[config.mk]
export PLATFORM = sky130hd
export DESIGN_NAME = alu_issue_ctrl
export DESIGN_NICKNAME = d
export VERILOG_FILES = /design/src/rtl/alu_issue_ctrl.sv
export SDC_FILE = /design/constraint.sdc
export NUM_CORES = 1
export LEC_CHECK = 0
export CAP_MARGIN = 20
export CORE_MARGIN = 1.5
export CORE_UTILIZATION = 30
export DETAILED_ROUTE_END_ITERATION = 6
export DONT_BUFFER_PORTS = 1
export PLACE_DENSITY_LB_ADDON = 0.15
export REMOVE_ABC_BUFFERS = 1
export SLEW_MARGIN = 20
export SYNTH_ARGS = -nofsm -noshare
export SYNTH_HDL_FRONTEND = slang
export SYNTH_SLANG_ARGS = --single-unit
[constraint.sdc]
create_clock -name clk -period 2.2 [get_ports clk]
set_input_delay 0.22 -clock clk [delete_from_list [all_inputs] [get_ports clk]]
set_output_delay 0.22 -clock clk [all_outputs]
set_load 0.02 [all_outputs]
[src/rtl/alu_issue_ctrl.sv]
// alu_issue_ctrl: sequential initiator for the ripple ALU. Accepts a decoded
// request, drives registered operands/ALUOp/CarryIn, holds them while the
// ripple settles, captures Result/CarryOut and returns result plus flags.
module alu_issue_ctrl #(
    parameter int unsigned WIDTH         = 6,
    parameter int unsigned SETTLE_CYCLES = 2
) (
    input  logic             clk,
    input  logic             reset,
    input  logic             req_valid,
    output logic             req_ready,
    input  logic [1:0]       req_class,
    input  logic [2:0]       req_funct3,
    input  logic             req_funct7b5,
    input  logic [WIDTH-1:0] req_a,
    input  logic [WIDTH-1:0] req_b,
    output logic [WIDTH-1:0] alu_a,
    output logic [WIDTH-1:0] alu_b,
    output logic [3:0]       alu_op,
    output logic             alu_cin,
    input  logic [WIDTH-1:0] alu_result,
    input  logic             alu_cout,
    output logic             rsp_valid,
    input  logic             rsp_ready,
    output logic [WIDTH-1:0] rsp_result,
    output logic             rsp_carry,
    output logic             rsp_zero,
    output logic             rsp_neg,
    output logic             rsp_ovf,
    output logic             rsp_err
);

    localparam int unsigned MSB = WIDTH - 1;
    localparam int unsigned CW  = (SETTLE_CYCLES > 1) ? $clog2(SETTLE_CYCLES) : 1;
    localparam logic [CW-1:0] CNT_INIT = CW'(SETTLE_CYCLES - 1);

    localparam logic [3:0] OP_ADD = 4'b0010;
    localparam logic [3:0] OP_SUB = 4'b0110;
    localparam logic [3:0] OP_AND = 4'b0000;
    localparam logic [3:0] OP_OR  = 4'b0001;

    typedef enum logic [1:0] {
        IDLE,
        SETTLE,
        RESP
    } state_t;

    state_t           r_state;
    state_t           w_state_next;
    logic [CW-1:0]    r_cnt;
    logic [WIDTH-1:0] r_alu_a;
    logic [WIDTH-1:0] r_alu_b;
    logic [3:0]       r_alu_op;
    logic             r_alu_cin;
    logic [WIDTH-1:0] r_rsp_result;
    logic             r_rsp_carry;
    logic             r_rsp_zero;
    logic             r_rsp_neg;
    logic             r_rsp_ovf;
    logic             r_rsp_err;

    logic             w_legal;
    logic [3:0]       w_op;
    logic             w_cin;
    logic             w_arith;
    logic             w_sub;
    logic             w_ovf;

    // Decode request class/funct fields into ALUOp, CarryIn and legality.
    always_comb begin
        w_legal = 1'b1;
        w_op    = OP_ADD;
        w_cin   = 1'b0;
        case (req_class)
            2'b00: begin
                w_op  = OP_ADD;
                w_cin = 1'b0;
            end
            2'b01: begin
                w_op  = OP_SUB;
                w_cin = 1'b1;
            end
            2'b10: begin
                case (req_funct3)
                    3'b000: begin
                        w_op  = req_funct7b5 ? OP_SUB : OP_ADD;
                        w_cin = req_funct7b5;
                    end
                    3'b111: w_op = OP_AND;
                    3'b110: w_op = OP_OR;
                    default: w_legal = 1'b0;
                endcase
            end
            default: w_legal = 1'b0;
        endcase
    end

    // Flags derived from the held operands and the settled ALU outputs.
    always_comb begin
        w_arith = (r_alu_op[1:0] == 2'b10);
        w_sub   = r_alu_op[2];
        w_ovf   = w_arith
                  && ((r_alu_a[MSB] ^ r_alu_b[MSB]) == w_sub)
                  && (alu_result[MSB] != r_alu_a[MSB]);
    end

    // State register.
    always_ff @(posedge clk or posedge reset) begin
        if (reset) begin
            r_state <= IDLE;
        end else begin
            r_state <= w_state_next;
        end
    end

    // Next-state logic and handshake outputs.
    always_comb begin
        w_state_next = r_state;
        req_ready    = 1'b0;
        rsp_valid    = 1'b0;
        case (r_state)
            IDLE: begin
                req_ready = 1'b1;
                if (req_valid) begin
                    w_state_next = w_legal ? SETTLE : RESP;
                end
            end
            SETTLE: begin
                if (r_cnt == '0) begin
                    w_state_next = RESP;
                end
            end
            RESP: begin
                rsp_valid = 1'b1;
                if (rsp_ready) begin
                    w_state_next = IDLE;
                end
            end
            default: w_state_next = IDLE;
        endcase
    end

    // Operand/opcode registers, settle counter and response capture.
    always_ff @(posedge clk or posedge reset) begin
        if (reset) begin
            r_cnt        <= '0;
            r_alu_a      <= '0;
            r_alu_b      <= '0;
            r_alu_op     <= '0;
            r_alu_cin    <= 1'b0;
            r_rsp_result <= '0;
            r_rsp_carry  <= 1'b0;
            r_rsp_zero   <= 1'b0;
            r_rsp_neg    <= 1'b0;
            r_rsp_ovf    <= 1'b0;
            r_rsp_err    <= 1'b0;
        end else begin
            case (r_state)
                IDLE: begin
                    if (req_valid) begin
                        if (w_legal) begin
                            r_alu_a   <= req_a;
                            r_alu_b   <= req_b;
                            r_alu_op  <= w_op;
                            r_alu_cin <= w_cin;
                            r_cnt     <= CNT_INIT;
                        end else begin
                            r_rsp_result <= '0;
                            r_rsp_carry  <= 1'b0;
                            r_rsp_zero   <= 1'b0;
                            r_rsp_neg    <= 1'b0;
                            r_rsp_ovf    <= 1'b0;
                            r_rsp_err    <= 1'b1;
                        end
                    end
                end
                SETTLE: begin
                    if (r_cnt != '0) begin
                        r_cnt <= r_cnt - CW'(1);
                    end else begin
                        r_rsp_result <= alu_result;
                        r_rsp_carry  <= w_arith & alu_cout;
                        r_rsp_zero   <= (alu_result == '0);
                        r_rsp_neg    <= alu_result[MSB];
                        r_rsp_ovf    <= w_ovf;
                        r_rsp_err    <= 1'b0;
                    end
                end
                default: ;
            endcase
        end
    end

    assign alu_a      = r_alu_a;
    assign alu_b      = r_alu_b;
    assign alu_op     = r_alu_op;
    assign alu_cin    = r_alu_cin;
    assign rsp_result = r_rsp_result;
    assign rsp_carry  = r_rsp_carry;
    assign rsp_zero   = r_rsp_zero;
    assign rsp_neg    = r_rsp_neg;
    assign rsp_ovf    = r_rsp_ovf;
    assign rsp_err    = r_rsp_err;

endmodule

# Word level (Yosys, flattened, before mapping)
# Index checks and enable logic that the tools add are counted.
totals:
  latchBits: 0
  memories: 0
  ramBits: 0
  elab_cells: 78
  romBits: 0
  regBits: 31
  output_inout_bits: 30
  input_bits: 29
classes:
  order_cmp: 0
  mul: 0
  muxes: 36
  n_bitwise: 2
  n_eq_ne: 14
  div_mod_pow: 0
  n_reduce_logical: 13
  add_sub_neg: 1
  n_shift: 0
ops:
  columns: ["cell", "n"]
  rows:
  - ["$mux W6", 3]
  - ["$mux W1", 16]
  - ["$pmux W1 S2", 8]
  - ["$pmux W6 S2", 1]
  - ["$ne A2 B2 Y1 const B", 5]
  - ["$pmux W3 S3", 1]
  - ["$reduce_and A3 Y1", 3]
  - ["$mux W2", 4]
  - ["$eq A2 B2 Y1 const B", 3]
  - ["$eq A3 B3 Y1 const B", 2]
  - ["$logic_not A6 Y1", 1]
  - ["$pmux W2 S3", 1]
  - ["$pmux W3 S2", 1]
  - ["$eq A2 B1 Y1 const B", 2]
  - ["$logic_not A2 Y1", 2]
  - ["$reduce_and A4 Y1", 1]
  - ["$logic_not A3 Y1", 1]
  - ["$mux W3", 1]
  - ["$reduce_or A3 Y1", 1]
  - ["$logic_and A1 B1 Y1", 2]
  - ["$reduce_bool A2 Y1", 1]
  - ["$reduce_or A2 Y1", 1]
  - ["$and A1 B1 Y1", 1]
  - ["$eq A1 B1 Y1", 1]
  - ["other kinds (3)", 3]

# Logic depth before layout (Yosys ltp)
depth:
  depth_word: 7
  depth_mapped: 7

# Worst setup path after synthesis
# Ideal clock, no wire load.
synth_path:
  path_kind: "input -> register"
  start: "input req_funct3[0]"
  end: "register r_alu_a[0], in the netlist alu_a[0]"
  path_stages: 5
  arrival_time_ns: 1.583
  setup_time_ns: 0.125
  path_buffers: 1
  slack_ns: 0.491
  cell_sequence: "or3_4 a311oi_2 nand2_4 buf_6 mux2_4"
synth_between:
  elab_chain_len: 5
  word_cells_on_any_way: 7
  classes_between: "2 x eq/ne; 2 x mux; 3 x reduce/logical"
synth_rtl:
  columns: ["element", "line_no", "text"]
  rows:
  - ["from (decl)", "13", "input logic [2:0] req_funct3,"]
  - ["$eq A3 B3 Y1 or $logic_not A3 Y1 (tied branches)", "84", "case (req_funct3)"]
  - ["$reduce_or A3 Y1 (no line) (*)", null, null]
  - ["$mux W1 (*)", "84", null]
  - ["$pmux W1 S2 (*)", "74", "case (req_class)"]
  - ["$reduce_and A3 Y1 (no line) (*)", null, null]
  - ["to (signal assigned)", "162", "r_alu_a <= req_a;"]
  - ["to (decl)", "51", "logic [WIDTH-1:0] r_alu_a;"]
# Mark *: on every way between the ends. The rest lies on a longest branch, timed or not.
# A chain may end at the register's enable or synchronous reset.

# Worst setup path in the final report
layout_path:
  start: "register r_state[0]"
  end: "register r_rsp_ovf, in the netlist rsp_ovf"
layout_between:
  elab_chain_len: 3
  word_cells_on_any_way: 8
  classes_between: "4 x eq/ne; 1 x mux; 3 x reduce/logical"
layout_rtl:
  columns: ["element", "line_no", "text"]
  rows:
  - ["from (decl)", "48", "state_t r_state;"]
  - ["from (signal assigned)", "112", "r_state <= w_state_next;"]
  - ["$eq A2 B1 Y1 or $logic_not A2 Y1 (tied branches)", "158", "case (r_state)"]
  - ["$ne A2 B2 Y1 (no line) or $reduce_bool A2 Y1 (tied branches)", null, null]
  - ["$reduce_and A4 Y1 (no line)", null, null]
  - ["to (signal assigned)", "185", "r_rsp_ovf <= w_ovf;"]
  - ["to (decl)", "59", "logic r_rsp_ovf;"]
# Parallel ways exist; a longest one is shown, timed or not.

==> run_results.csv <==
group,metric,value,unit
logic_synthesis,synth_top_family_by_area,"multiplexers",
global_routing,overflow,0,
worst_hold_path,holdPathStages,1,
floorplanning,rows,24,
clock_tree,cts_resized,0,
worst_setup_path,r2r-end,"rsp_ovf$_DFFE_PP0P_",
worst_setup_path,start_kind,"register",
worst_setup_path,reg2reg_from,"r_state[0]$_DFFE_PP0P_",
routing,via_per_inst,5.09,
clock_tree,clock_sinks,29,
global_routing,grt_max_degree,21,
clock_tree,cts_tree,"built",
worst_setup_path,critPathKind,"reg2reg",
floorplanning,die_area,0.00493,mm2
logic_synthesis,yosys_register_bits,29,
floorplanning,die_h,70.2,um
placement,gp_congestion,0.695,
power_and_ir_drop,cellLeakagePower,0.724,nW
sta,fin_setup_tns,0,ns
logic_synthesis,netlist_area,0.00136,mm2
job,maxCapViolations,0,
global_routing,antenna_found_initial,0,
logic_synthesis,synth_xor_area_frac,0.00646,
logic_synthesis,syn_inst,105,
sta,clock_skew,0.00455,ns
logic_synthesis,avgSynthCellArea,12.9,um2
sta,slew_viol_final,0,
finish,fillers,439,
sta,relSlewSlack,0.500,
worst_setup_path,critPathMaxFanout,10,
logic_synthesis,yosys.area_share.adder,0.0369,
routing,routed_wl,2650,um
worst_setup_path,reg2reg_setup_slack,0.55,ns
floorplanning,ios,59,
clock_tree,clk_pin_slew_worst_paths,0.06,ns
clock_tree,cts_made_buffers,5,
worst_setup_path,r2r_cells,4,
routing,vias,834,
finish,areaGrowthSynthToFinish,11.9,%
clock_tree,cts_root_buffer,"clkbuf_8",
logic_synthesis,synth_mux_area_frac,0.136,
finish,multi_input_area,567,um2
logic_synthesis,synth_cell_types,34,
routing,ant_nets,0,
power_and_ir_drop,power_density,1400,mW/mm2
global_routing,grt_use_total,0.113,
routing,dr.first_iter.drc_count,18,
clock_tree,cts_setup_buffers,0,
routing,drtPass1Iterations,4,
routing,wl_per_cell,16.2,um
sta,worstMarginPinSlew,0.749,ns
finish,seq_area,726,um2
placement,hpwl,2010,um
sta,hold_violations,0,
clock_tree,h-tree-depth,2,
logic_synthesis,yosysSeqAreaShare,0.535,
floorplanning,core,0.00435,mm2
finish,drive_above_1_share,0.250,
sta,layout_min_cycle_time,1.65,ns
run_status,status,"completed",
sta,finalSetupViolCount,0,
clock_tree,clkLatencyLatePin,0.27,ns
clock_tree,clockBufferDepth,2,
floorplanning,start_util,0.311,
routing,drc,0,
global_routing,grt_pass1_vias,869,
logic_synthesis,synth_compound_area_frac,0.131,
finish,finalCoreUtilization,0.349,
logic_synthesis,yosys.area_share.simple,0.105,
worst_hold_path,worstHoldPathType,"in2reg",
sta,finalCritPeriodShare,0.750,
worst_setup_path,arrival,1.81,ns
global_routing,grt_pass1_wl,4330,um
sta,fmax,606,MHz
worst_hold_path,hold_start,"rsp_ready",
logic_synthesis,yosysWarningCount,0,
worst_hold_path,min_to,"r_state[1]$_DFFE_PP0P_",
floorplanning,fp.dieW,70.2,um
worst_setup_path,worstPathRequired,2.36,ns
power_and_ir_drop,ir_drop,0.296,mV
finish,final_nets,144,
finish,antenna_cells,0,
placement,port_buffers,0,
worst_setup_path,endpoint_kind,"register",
sta,rsz0062_at_grt,"no",
## repair_timing
action / in CTS / in global routing
hold endpoints to repair: 19 / 0
hold buffers: 1 / 0
setup endpoints to repair: 0 / 0
## logic make-up after synthesis
group                    count (synthesis)
flip-flops                              29
AND/OR/NAND/NOR                         22
AO/OA/AOI/OAI                           21
multiplexers                            14
buffers and inverters                   13
adder cells (fa/ha/maj)                  4
other                                    1
XOR/XNOR                                 1
## per-stage QoR
stage / hold slack, ns / cell area, um2 / total power, mW / worst slack [ns] / std cells
6_report: 0.0247 / 1520 / 2.13 / 0.551 / 164
5_1_grt: 0.0194 / 1520 / 2.26 / 0.431 / 164
4_1_cts: 0.0101 / 1520 / 2.17 / 0.536 / 164
3_5_place_dp: 0.284 / 1410 / 1.68 / 0.388 / 155
3_3_place_gp: 0.266 / 1410 / 1.67 / 0.432 / 155
2_1_floorplan: 0.298 / 1330 / 1.55 / 0.526 / 101
## worst max-delay path, stage by stage, from the launching register on
cell and delay (ns):
dfrtp_1 0.46, nor3b_2 0.40, nand2_1 0.09, o21a_1 0.31, a22o_1 0.28
## how the worst max path moves through the flow
stage | startpoint | to | cells past startpoint
after global routing | r_state[0]$_DFFE_PP0P_ | rsp_ovf$_DFFE_PP0P_ | 4
after CTS | r_state[1]$_DFFE_PP0P_ | rsp_ovf$_DFFE_PP0P_ | 4
after global placement | req_funct3[0] | alu_a[2]$_DFFE_PP0P_ | 4
after floorplan | req_funct3[0] | alu_a[2]$_DFFE_PP0P_ | 4
after detailed placement | req_funct3[0] | alu_a[2]$_DFFE_PP0P_ | 4
final | r_state[0]$_DFFE_PP0P_ | rsp_ovf$_DFFE_PP0P_ | 4
## cell usage in the layout (no fill, tap or decap), types with 2 or more instances in the layout
cell type,n
a21boi_1,2
nand3b_1,2
a32o_1,3
and3b_1,2
ha_1,4
nor2_1,5
inv_1,9
a22o_1,7
nand2_1,4
buf_4,2
o21ai_0,2
nor3b_2,2
mux2_4,7
mux2_2,6
clkbuf_8,7
dfrtp_1,29
## power by group
| part | internal [mW] | switching [mW] | total, mW |
|---|---|---|---|
| Clock | 0.282 | 0.187 | 0.469 |
| Combinational | 0.251 | 0.213 | 0.464 |
| Sequential | 0.752 | 0.440 | 1.19 |
| Total | 1.28 | 0.841 | 2.13 |
## synthesized netlist by cell type
cell type	count	area share
a21boi_0	1	0.0055
a21boi_1	2	0.011
a22o_1	7	0.045
a311oi_2	1	0.011
a32o_1	3	0.022
a32oi_1	1	0.0065
a41oi_1	1	0.0065
and3b_1	2	0.013
buf_4	2	0.011
buf_6	1	0.0083
clkbuf_1	1	0.0028
conb_1	1	0.0028
dfrtp_1	29	0.54
ha_1	4	0.037
inv_1	9	0.025
mux2_1	1	0.0083
mux2_2	6	0.050
mux2_4	7	0.077
nand2_1	4	0.011
nand2_4	1	0.0083
nand2b_1	1	0.0046
nand3_1	1	0.0037
nand3b_1	2	0.011
nor2_1	5	0.014
nor2b_1	1	0.0046
nor3_1	1	0.0037
nor3b_2	2	0.018
nor4_1	1	0.0046
o21a_1	1	0.0055
o21ai_0	2	0.0074
o22ai_1	1	0.0046
o31ai_1	1	0.0055
or3_4	1	0.0083
xor2_1	1	0.0065
## layer usage
| layer | track usage | wire [um] | share of wire | vias to the layer above |
|---|---|---|---|---|
| met5 | 0 | 0 | 0 | - |
| met4 | 0.0684 | 74 | 0.028 | 0 |
| met3 | 0.0491 | 181 | 0.068 | 9 |
| met2 | 0.161 | 1260 | 0.47 | 36 |
| met1 | 0.141 | 1140 | 0.43 | 407 |
| li1 | - | - | - | 382 |
## area by class of cell
cell class | instances | area share
clock buffer | 7 | 0.0635
sequential | 29 | 0.478
inverter | 9 | 0.0223
clock inverter | 1 | 0.00330
multi-input combinational | 63 | 0.373
timing repair buffer | 3 | 0.0165
tap | 52 | 0.0429
## registers in the layout, summed over array words and instances (netlist names)
signal      count
r_state         2
alu_cin         1
r_cnt           1
rsp_err         1
alu_b           6
alu_a           6
rsp_result      6
rsp_ovf         1
alu_op          3
rsp_carry       1
rsp_zero        1
Power figures use the tool's default switching activity.
